--- src/rtl/count_seq_decoder.sv ---
// Up/down count-sequence decoder.
// Watches a sampled modulo-N counter value and classifies each new sample
// against the previous one as hold, up or down (with wrap detection). It flags
// illegal jumps and out-of-range values. The sample is compared with a reference
// held in an IDLE / ACQ / TRACK state machine.
module count_seq_decoder #(
    parameter int N     = 10,
    parameter int WIDTH = (N < 2)   ? 1 :
                          (N < 4)   ? 2 :
                          (N < 8)   ? 3 :
                          (N < 16)  ? 4 :
                          (N < 32)  ? 5 :
                          (N < 64)  ? 6 :
                          (N < 128) ? 7 :
                          (N < 256) ? 8 : 16
) (
    input  logic             i_clk,
    input  logic             i_rst,
    input  logic             i_valid,
    input  logic [WIDTH-1:0] i_q,
    output logic             o_locked,
    output logic [1:0]       o_dir,
    output logic             o_wrap,
    output logic             o_err,
    output logic [15:0]      o_wrap_cnt,
    output logic [7:0]       o_err_cnt
);

    typedef enum logic [1:0] {IDLE, ACQ, TRACK} state_t;

    typedef enum logic [2:0] {
        C_RANGE, C_HOLD, C_UP, C_UP_WRAP, C_DOWN, C_DOWN_WRAP, C_STEP
    } step_t;

    localparam logic [1:0] DIR_HOLD = 2'b00;
    localparam logic [1:0] DIR_UP   = 2'b01;
    localparam logic [1:0] DIR_DOWN = 2'b10;

    // One extra bit keeps prev+1 from aliasing back to 0 at 2^WIDTH-1.
    localparam logic [WIDTH:0] N_W    = (WIDTH+1)'(N);
    localparam logic [WIDTH:0] N_M1_W = (WIDTH+1)'(N - 1);
    localparam logic [WIDTH:0] ONE_W  = (WIDTH+1)'(1);
    localparam logic [WIDTH:0] ZERO_W = '0;

    state_t             state, state_nxt;
    step_t              cls;
    logic [WIDTH-1:0]   prev, prev_nxt;
    logic [WIDTH:0]     q_w, prev_w;

    logic               locked_nxt;
    logic [1:0]         dir_nxt;
    logic               wrap_nxt;
    logic               err_nxt;
    logic [15:0]        wrap_cnt_nxt;
    logic [7:0]         err_cnt_nxt;

    assign q_w    = {1'b0, i_q};
    assign prev_w = {1'b0, prev};

    // State, reference and registered outputs; async reset clears all of them.
    // NOTE: sequential state uses <= so every flop samples pre-edge values;
    // the comb blocks below use = because they describe pure logic.
    always_ff @(posedge i_clk or posedge i_rst) begin
        if (i_rst) begin
            state      <= IDLE;
            prev       <= '0;
            o_locked   <= 1'b0;
            o_dir      <= DIR_HOLD;
            o_wrap     <= 1'b0;
            o_err      <= 1'b0;
            o_wrap_cnt <= '0;
            o_err_cnt  <= '0;
        end else begin
            state      <= state_nxt;
            prev       <= prev_nxt;
            o_locked   <= locked_nxt;
            o_dir      <= dir_nxt;
            o_wrap     <= wrap_nxt;
            o_err      <= err_nxt;
            o_wrap_cnt <= wrap_cnt_nxt;
            o_err_cnt  <= err_cnt_nxt;
        end
    end

    // Classify the sample against the reference and pick the next state.
    // NOTE: every comb output gets a default first so no path infers a latch.
    always_comb begin
        cls       = C_STEP;
        state_nxt = state;

        // Priority order matters: up is checked before down so that, for N=2,
        // 0->1 reads as up rather than down-with-wrap.
        if (q_w >= N_W)
            cls = C_RANGE;
        else if (q_w == prev_w)
            cls = C_HOLD;
        else if ((prev_w < N_M1_W) && (q_w == prev_w + ONE_W))
            cls = C_UP;
        else if ((prev_w == N_M1_W) && (q_w == ZERO_W))
            cls = C_UP_WRAP;
        else if ((prev_w > ZERO_W) && (q_w == prev_w - ONE_W))
            cls = C_DOWN;
        else if ((prev_w == ZERO_W) && (q_w == N_M1_W))
            cls = C_DOWN_WRAP;

        if (i_valid) begin
            case (state)
                IDLE:    state_nxt = (cls == C_RANGE) ? IDLE : ACQ;
                default: state_nxt = (cls == C_RANGE || cls == C_STEP) ? ACQ : TRACK;
            endcase
        end
    end

    // Next values of the reference and the registered outputs.
    always_comb begin
        prev_nxt     = prev;
        locked_nxt   = o_locked;
        dir_nxt      = o_dir;
        wrap_nxt     = 1'b0;
        err_nxt      = 1'b0;
        wrap_cnt_nxt = o_wrap_cnt;
        err_cnt_nxt  = o_err_cnt;

        if (i_valid) begin
            if (cls == C_RANGE || (state != IDLE && cls == C_STEP)) begin
                // A step error re-seeds the reference. An out-of-range value
                // never becomes the reference, so the old reference is kept.
                err_nxt     = 1'b1;
                err_cnt_nxt = (o_err_cnt == 8'hFF) ? o_err_cnt : o_err_cnt + 8'd1;
                if (state != IDLE) begin
                    locked_nxt = 1'b0;
                    dir_nxt    = DIR_HOLD;
                end
                if (cls == C_STEP)
                    prev_nxt = i_q;
            end else if (state == IDLE) begin
                prev_nxt = i_q;
            end else begin
                prev_nxt   = i_q;
                locked_nxt = 1'b1;
                case (cls)
                    C_UP, C_UP_WRAP:     dir_nxt = DIR_UP;
                    C_DOWN, C_DOWN_WRAP: dir_nxt = DIR_DOWN;
                    default:             dir_nxt = DIR_HOLD;
                endcase
                if (cls == C_UP_WRAP || cls == C_DOWN_WRAP) begin
                    wrap_nxt     = 1'b1;
                    wrap_cnt_nxt = o_wrap_cnt + 16'd1;
                end
            end
        end
    end

endmodule

--- config.mk ---
export PLATFORM = sky130hd
export DESIGN_NAME = count_seq_decoder
export DESIGN_NICKNAME = d
export VERILOG_FILES = /design/src/rtl/count_seq_decoder.sv
export SDC_FILE = /design/constraint.sdc
export NUM_CORES = 1
export LEC_CHECK = 0
export ABC_CLOCK_PERIOD_IN_PS = 5500
export CAP_MARGIN = 20
export CORE_UTILIZATION = 25
export DETAILED_ROUTE_END_ITERATION = 16
export PLACE_DENSITY = 0.52
export SYNTH_ARGS = -nofsm -noshare
export SYNTH_HDL_FRONTEND = slang
export SYNTH_SLANG_ARGS = --single-unit
--- constraint.sdc ---
create_clock -name i_clk -period 5.5 [get_ports i_clk]
set_input_delay 1.1 -clock i_clk [delete_from_list [all_inputs] [get_ports i_clk]]
set_output_delay 1.1 -clock i_clk [all_outputs]
set_load 0.01 [all_outputs]
* Word level (Yosys, flattened, before mapping) *
Cells that the tools add are included.

cells by class
  add/sub/neg operators = 4
  eq/ne operators = 14
  bitwise logic cells = 3
  reduce and logical (&&, ||, !) cells = 19
  magnitude comparators = 3
  mux-type cells = 24

operators by type and width
  operator                                                                number
  16-bit by 1-bit adder with 16-bit output (second input constant)        1
  2-bit two-way mux                                                       7
  3-bit two-way mux                                                       4
  4-bit by 5-bit equality test with 1-bit output                          2
  5-bit zero test                                                         2
  1-bit two-way mux                                                       10
  3-bit equality test (second input constant)                             3
  8-bit by 1-bit adder with 8-bit output (second input constant)          1
  4-bit equality test (second input constant)                             2
  8-bit equality test (second input constant)                             1
  4-bit two-way mux                                                       2
  3-bit by 2-bit equality test with 1-bit output (second input constant)  2
  2-bit inequality test (second input constant)                           3
  3-bit AND reduction                                                     2
  4-bit by 1-bit adder with 5-bit output (second input constant)          1
  1-bit logical AND                                                       5
  4-bit by 1-bit subtractor with 5-bit output (second input constant)     1
  4-bit equality test                                                     1
  4-bit >= comparator (second input constant)                             1
  4-bit by 1-bit > comparator with 1-bit output (second input constant)   1
  4-bit less-than comparator (second input constant)                      1
  2-bit one-hot mux with 2 select lines                                   1
  4-bit AND reduction                                                     1
  2-bit OR reduction                                                      2
  other kinds (6)                                                         10

storage, ports and cells
  register bits after elaboration = 35
  input port bits = 7
  word-level logic and storage cells = 75
  output and inout port bits = 29

* Longest topological paths before layout *
  depth after elaboration = 14
  depth in mapped cells = 8
  gate-level depth less buffers = 8

* Worst setup path after synthesis *
OpenSTA, ideal clock, no wires.

  path type = input port to flip-flop
  from = input i_q[1]
  to = register o_err_cnt[1]
  stages on the path = 6
  setup slack = 2.930 ns
  library setup time = 0.125 ns
  data required time = 5.375 ns
  path buffers = 0
  arrival time = 2.445 ns
  path through = or3_4 nor2_1 a31oi_4 a31oi_4 nor2_2 mux2_4

between the ends
  longest elaborated chain between the ends = 12
  elaborated cells between the ends (all ways) = 21
  classes of those cells = order compare: 1; eq/ne: 5; mux: 6; reduce/logical: 9

ends and longest elaborated chain
  item                               line  source
  from (decl)                        20    input logic [WIDTH-1:0] i_q,
  4-bit equality test                103   else if ((prev_w == ZERO_W) && (q_w == N_M1_W))
  1-bit logical AND                  103
  2-bit two-way mux                  103
  2-bit two-way mux                  101   else if ((prev_w > ZERO_W) && (q_w == prev_w - ONE_W))
  3-bit two-way mux                  99    else if ((prev_w == N_M1_W) && (q_w == ZERO_W))
  3-bit two-way mux                  97    else if ((prev_w < N_M1_W) && (q_w == prev_w + ONE_W))
  3-bit two-way mux                  95    else if (q_w == prev_w)
  3-bit two-way mux (*)              93    if (q_w >= N_W)
  3-bit equality test                125   if (cls == C_RANGE || (state != IDLE && cls == C_STEP)) begin
  1-bit logical AND                  125
  1-bit logical OR (*)               125
  3-bit AND reduction (no line) (*)  n/a
  to (signal assigned)               81    o_err_cnt <= err_cnt_nxt;
  to (decl)                          26    output logic [7:0] o_err_cnt

Every way passes the cells marked *; elsewhere a longest branch is shown, timed or not.
A chain may end at the register's enable or synchronous reset.

* Final worst setup path *
  from = input i_valid
  to = register o_wrap_cnt[13]

between the ends
  longest elaborated chain between the ends = 1

ends and longest elaborated chain
  item                           line  source
  from (decl)                    19    input logic i_valid,
  4-bit AND reduction (no line)  n/a
  to (signal assigned)           80    o_wrap_cnt <= wrap_cnt_nxt;
  to (decl)                      25    output logic [15:0] o_wrap_cnt,

No other way between the ends.

==> results.py <==
metrics = {
    "status": {
        "status": "finished, final reports clean",
    },
    "timing": {
        "fin_crit_ns": 3.02,
        "rsz0062_at_grt": "false",
        "hold_viol": 0,
        "max_slew_margin": 0.618,
        "fmax_ghz": 0.331,
        "whs_ns": 0.470,
        "setup_viol": 0,
        "fin_skew_ns": 0.00744,
        "finalCritPeriodShare": 0.549,
        "finalSetupTns_ns": 0,
        "fin_ws_ns": 2.48,
        "worst_pin_slew_ns": 0.570,
        "drv_slew": 0,
    },
    "setup_path": {
        "reg2reg_depth": 8,
        "path_class": "input pin to flop",
        "worstPathMaxFanout": 7,
        "critPathRequiredTime_ns": 5.68,
        "cp.arrival_ns": 3.20,
        "endpoint_kind": "flop",
        "critPathLaunchType": "input pin",
    },
    "layout": {
        "insertedDiodeCount": 0,
        "fin_area_um2": 2480,
        "area_growth_pct": 32.9,
        "drive_above_1_share": 0.153,
        "fill_cells": 747,
        "fin_nets": 214,
    },
    "clocking": {
        "cts_tree": "done",
        "cts_sinks": 35,
        "root_buffer": "clkbuf_8",
        "postCtsHoldBufs": 0,
        "htree_levels": 2,
        "clk_pin_slew_ns": 0.07,
        "cts_buffers": 5,
        "cts_resized": 0,
        "cts.path.max_buffers": 2,
        "post_cts_buffers": 0,
        "clock_latency_ns": 0.29,
    },
    "pwr": {
        "switchingPower_mw": 0.261,
        "leakage_nw": 1.05,
        "clkPwrFrac": 0.320,
        "p_per_area_nw_per_um2": 351,
        "ir_worst_vdd_mv": 0.112,
        "seq_power_share": 0.406,
        "internal_power_mw": 0.609,
        "p_comb_frac": 0.273,
        "switching_share": 0.300,
    },
    "global_routing": {
        "grt_pass1_wl_mm": 6.02,
        "grt_max_degree": 36,
        "grt_usage": 0.103,
        "grt_pass1_vias": 1242,
        "antenna_found_initial": 0,
        "overflow": 0,
    },
    "logic_synthesis": {
        "syn-instance-count": 158,
        "yosysSeqAreaShare": 0.469,
        "ys_async_sr_fraction": 1.00,
        "yosys_warnings": 0,
        "yosysMostFrequentCell": "dfrtp_1",
        "synthFlopType": "dfrtp_1",
        "synth-seq-cells": 35,
        "syn_nets": 171,
        "synth_edf_count": 0,
        "syn_area_per_cell_um2": 11.8,
        "synth_largest_area_cell": "dfrtp_1",
        "synth_top_area_frac": 0.469,
        "synth_area_leaders": "dfrtp_1 47%, xor2_1 7.5%, xnor2_1 6.6%",
        "ys_top_cells_by_count": "35 x dfrtp_1, 16 x nand2_1, 16 x xor2_1",
        "ys_types": 42,
        "synthesis.area_um2": 1870,
    },
    "die": {
        "rows": 31,
        "dieArea_um2": 7820,
        "initial_utilization": 0.257,
        "core_um2": 7250,
        "die_h_um": 88.4,
        "die_w_um": 88.4,
        "io_pins": 36,
    },
    "hold_path": {
        "hold_depth": 1,
        "hold_path_class": "flop to flop",
    },
    "detailed_routing": {
        "drt_wl_total_mm": 3.48,
        "dr_total_vias": 1277,
        "routedWlPerCell_um": 11.6,
        "drt-initial-drc-count": 74,
        "viasPerCell": 4.24,
        "drc": 0,
        "ant_nets": 0,
        "first_pass_iters": 4,
    },
    "place": {
        "hpwl_mm": 2.62,
        "gp_congestion": 0.745,
        "placed_area_um2": 2350,
        "port_buffers": 35,
        "pre_cts_ws_ns": 2.13,
    },
    "job": {
        "maxCapViolCount": 0,
    },
}
-- power by group through the flow --
stage               Clock [mW]  Sequential, mW  Combinational (mW)
global route             0.298           0.363               0.265
finish                   0.279           0.353               0.238
CTS                      0.287           0.354               0.243
detailed placement           0           0.359               0.241
floorplan                    0           0.366               0.127
global placement             0           0.359               0.239
-- logic make-up after synthesis --
family	synth area share
flip-flops	0.469
AND/OR/NAND/NOR	0.177
XOR/XNOR	0.158
buffers and inverters	0.0121
adder cells (fa/ha/maj)	0.0402
AO/OA/AOI/OAI	0.105
multiplexers	0.0382
-- cells in the final DEF, fill, tap and decap left out, types with 6 or more instances in the layout --
cell	instances
dfrtp_1	35
xnor2_1	14
clkdlybuf4s50_1	35
nor2_1	9
nand3_1	8
inv_1	6
nand2_1	16
xor2_1	16
ha_1	6
-- registers in the layout (all words and copies together), names as in the netlist --
register    count
o_wrap_cnt     16
o_err_cnt       8
prev            4
o_dir           2
state           2
o_err           1
o_locked        1
o_wrap          1
-- path summary, 6_finish.rpt --
kind	start	to	slack, ns
min in group asynchronous	i_rst	o_err_cnt[3]	1.22
max in group asynchronous	i_rst	o_wrap_cnt[2]	3.96
hold reg to reg	o_wrap_cnt[15]	o_wrap_cnt[15]	0.47
hold / removal	o_wrap_cnt[15]	o_wrap_cnt[15]	0.47
setup / recovery	i_valid	o_wrap_cnt[13]	2.48
setup reg to reg	prev[0]	o_err_cnt[1]	3.12
-- metrics by stage --
stage	total power, mW	util	instances
floorplan	0.494	-	158
global placement	0.598	0.324	293
detailed placement	0.601	0.324	293
CTS	0.883	0.342	301
global route	0.926	0.342	301
finish	0.870	0.342	301
-- per-layer routing --
layer  vias to the layer above  global-route usage  wire length, µm
met3                         7              0.0289              168
met2                        31               0.153             1580
li1                        637                   -                -
met1                       602               0.139             1680
met4                         0              0.0440               53
met5                         -                   0                0
-- layout make-up --
type,count,area [µm²],area share
clock buffers,6,72.6,0.0292
repair buffers,36,358,0.144
well taps,99,124,0.0499
flip-flops and latches,35,876,0.353
multi-input cells,117,968,0.390
inverters,6,22.5,0.00908
clock inverters,2,60.1,0.0242
-- critical path: stages --
cell and delay, ns:
clkdlybuf4s50_1 0.64, o21ai_1 0.28, a211oi_4 0.41, nand4_2 0.24, nor3_2 0.26, nand3_1 0.13
xnor2_1 0.13
Note: power is estimated with default switching activity, not from simulation.
==> variant, RTL diff (same settings) <==
Change the parameter `N` from 10 to 11.
--- a/src/rtl/count_seq_decoder.sv
+++ b/src/rtl/count_seq_decoder.sv
@@ -4,7 +4,7 @@
 // illegal jumps and out-of-range values. The sample is compared with a reference
 // held in an IDLE / ACQ / TRACK state machine.
 module count_seq_decoder #(
-    parameter int N     = 10,
+    parameter int N     = 11,
     parameter int WIDTH = (N < 2)   ? 1 :
                           (N < 4)   ? 2 :
                           (N < 8)   ? 3 :
Check against the original RTL: not equivalent (Yosys sat finds a counterexample within 4 cycles, from zero or initial values and one cycle with i_rst high).
==> variant against the original RTL <==
Register-to-register slack got worse by 0.09 ns. Synthesized area down 3.9%. Wire length down 6.2%. Die area decreased by 3.8%. Sequential cell count unchanged. Highest routed layer unchanged. Setup slack lost 0.054 ns. Power shrank 14%. Non-clock buffer count stayed put. Final area shrank 4.8%.
==> variant: results <==
pwr:
  leakage_nw: 1.05
  max-vdd-ir-drop_mv: 0.166
route:
  vias: 1273
  routedWlPerCell_um: 10.9
  drt_iter0_markers: 34
place:
  dpl-instance-area_mm2: 0.00226
  gp_congestion: 0.715
  hpwl_um: 2410
  io_buffers: 35
setup_path:
  worstPathArrival_ns: 3.24
  crit_path_max_incr_delay_ns: 0.50
  crit_path_max_fanout: 8
clock_network:
  clk_pin_slew_ns: 0.07
  cts_buffer_depth: 2
synth:
  synth_common_cells: "35 x dfrtp_1, 21 x xnor2_1, 17 x nand2_1, 11 x nand3_1, 11 x nor2_1"
  synth_fp_nets: 174
  synth_cell_types: 39
  synth-seq-area-share: 0.488
  syn_area_per_cell_um2: 11.1
  synthTopCellsByArea: "dfrtp_1 49%, xnor2_1 10%, ha_1 4.2%"
global_routing:
  grt_pass1_vias: 1186
  grt_usage: 0.0979
  grt_pass1_wl_um: 5560
sta:
  slew_headroom: 0.632
  clock_skew_ns: 0.00310
final_layout:
  final_nets: 216
  fillers: 688
  drive_above_1_share: 0.108
min_path:
  hold_path.class: "reg -> reg"
outcome:
  status: "finished, final reports clean"
variant: cell types whose count changed in the layout (fill, tap and decap cells not counted), sizes merged, moves of 3 or more:
cell,change
nor3,-4
a21o,+3
xor2,-10
nand3,+3
and3,+6
nor4,-3
xnor2,+8
variant: per-stage QoR:
step | hold slack (ns) | std cells | setup slack, ns
2_1_floorplan | 0.490 | 161 | 2.75
3_3_place_gp | 0.461 | 292 | 2.16
3_5_place_dp | 0.466 | 292 | 2.14
4_1_cts | 0.475 | 300 | 2.44
5_1_grt | 0.495 | 300 | 2.31
6_report | 0.465 | 300 | 2.43
variant: metal layers:
layer  up-vias  routed length [um]  GRT usage
met5         -                   0          0
met4         0                  25     0.0409
met3         4                 146     0.0324
met2        30                1510      0.157
met1       603                1580      0.121
li1        636                   -          -
variant: area by class of cell:
class	instances	area (um2)	share of cell area
inverters	6	22.5	0.00954
well taps	96	120	0.0509
repair buffers	36	358	0.152
multi-input cells	119	885	0.375
flip-flops and latches	35	876	0.371
clock buffers	8	100	0.0424
variant: path summary, 6_finish.rpt:
path                       slack, ns  depth (start not counted)                         end                       start
min in group asynchronous       1.22                          3    o_err_cnt[7]$_DFFE_PP0P_                       i_rst
hold reg to reg                 0.46                          1  o_wrap_cnt[15]$_DFFE_PP0P_  o_wrap_cnt[15]$_DFFE_PP0P_
hold / removal                  0.46                          1  o_wrap_cnt[15]$_DFFE_PP0P_  o_wrap_cnt[15]$_DFFE_PP0P_
max in group asynchronous       3.97                          3   o_wrap_cnt[0]$_DFFE_PP0P_                       i_rst
setup / recovery                2.43                          7    o_err_cnt[6]$_DFFE_PP0P_                      i_q[3]
setup reg to reg                3.03                          8    o_err_cnt[6]$_DFFE_PP0P_         prev[0]$_DFFE_PP0P_
variant: worst reg2reg max path, stage by stage, from the launching register on:
cell      delay (ns)
dfrtp_1         0.46
inv_1           0.12
ha_1            0.32
xor2_1          0.18
o311ai_0        0.15
o31a_1          0.34
a41o_1          0.36
nand4_2         0.15
mux2_4          0.29
variant: cell families after synthesis:
logic type / synth area share
fa+ha+maj: 0.0418
mux: 0.0418
flops: 0.488
xor+xnor: 0.151
compound gates: 0.0774
simple gates: 0.181
buf+inv: 0.0188
variant: power by group:
part | total, mW | leakage (nW) | switching [mW] | internal (mW)
Sequential | 0.342 | 0.461 | 0.0465 | 0.296
Combinational | 0.209 | 0.533 | 0.0904 | 0.119
Clock | 0.201 | 0.0515 | 0.0864 | 0.114
Total | 0.752 | 1.05 | 0.223 | 0.529
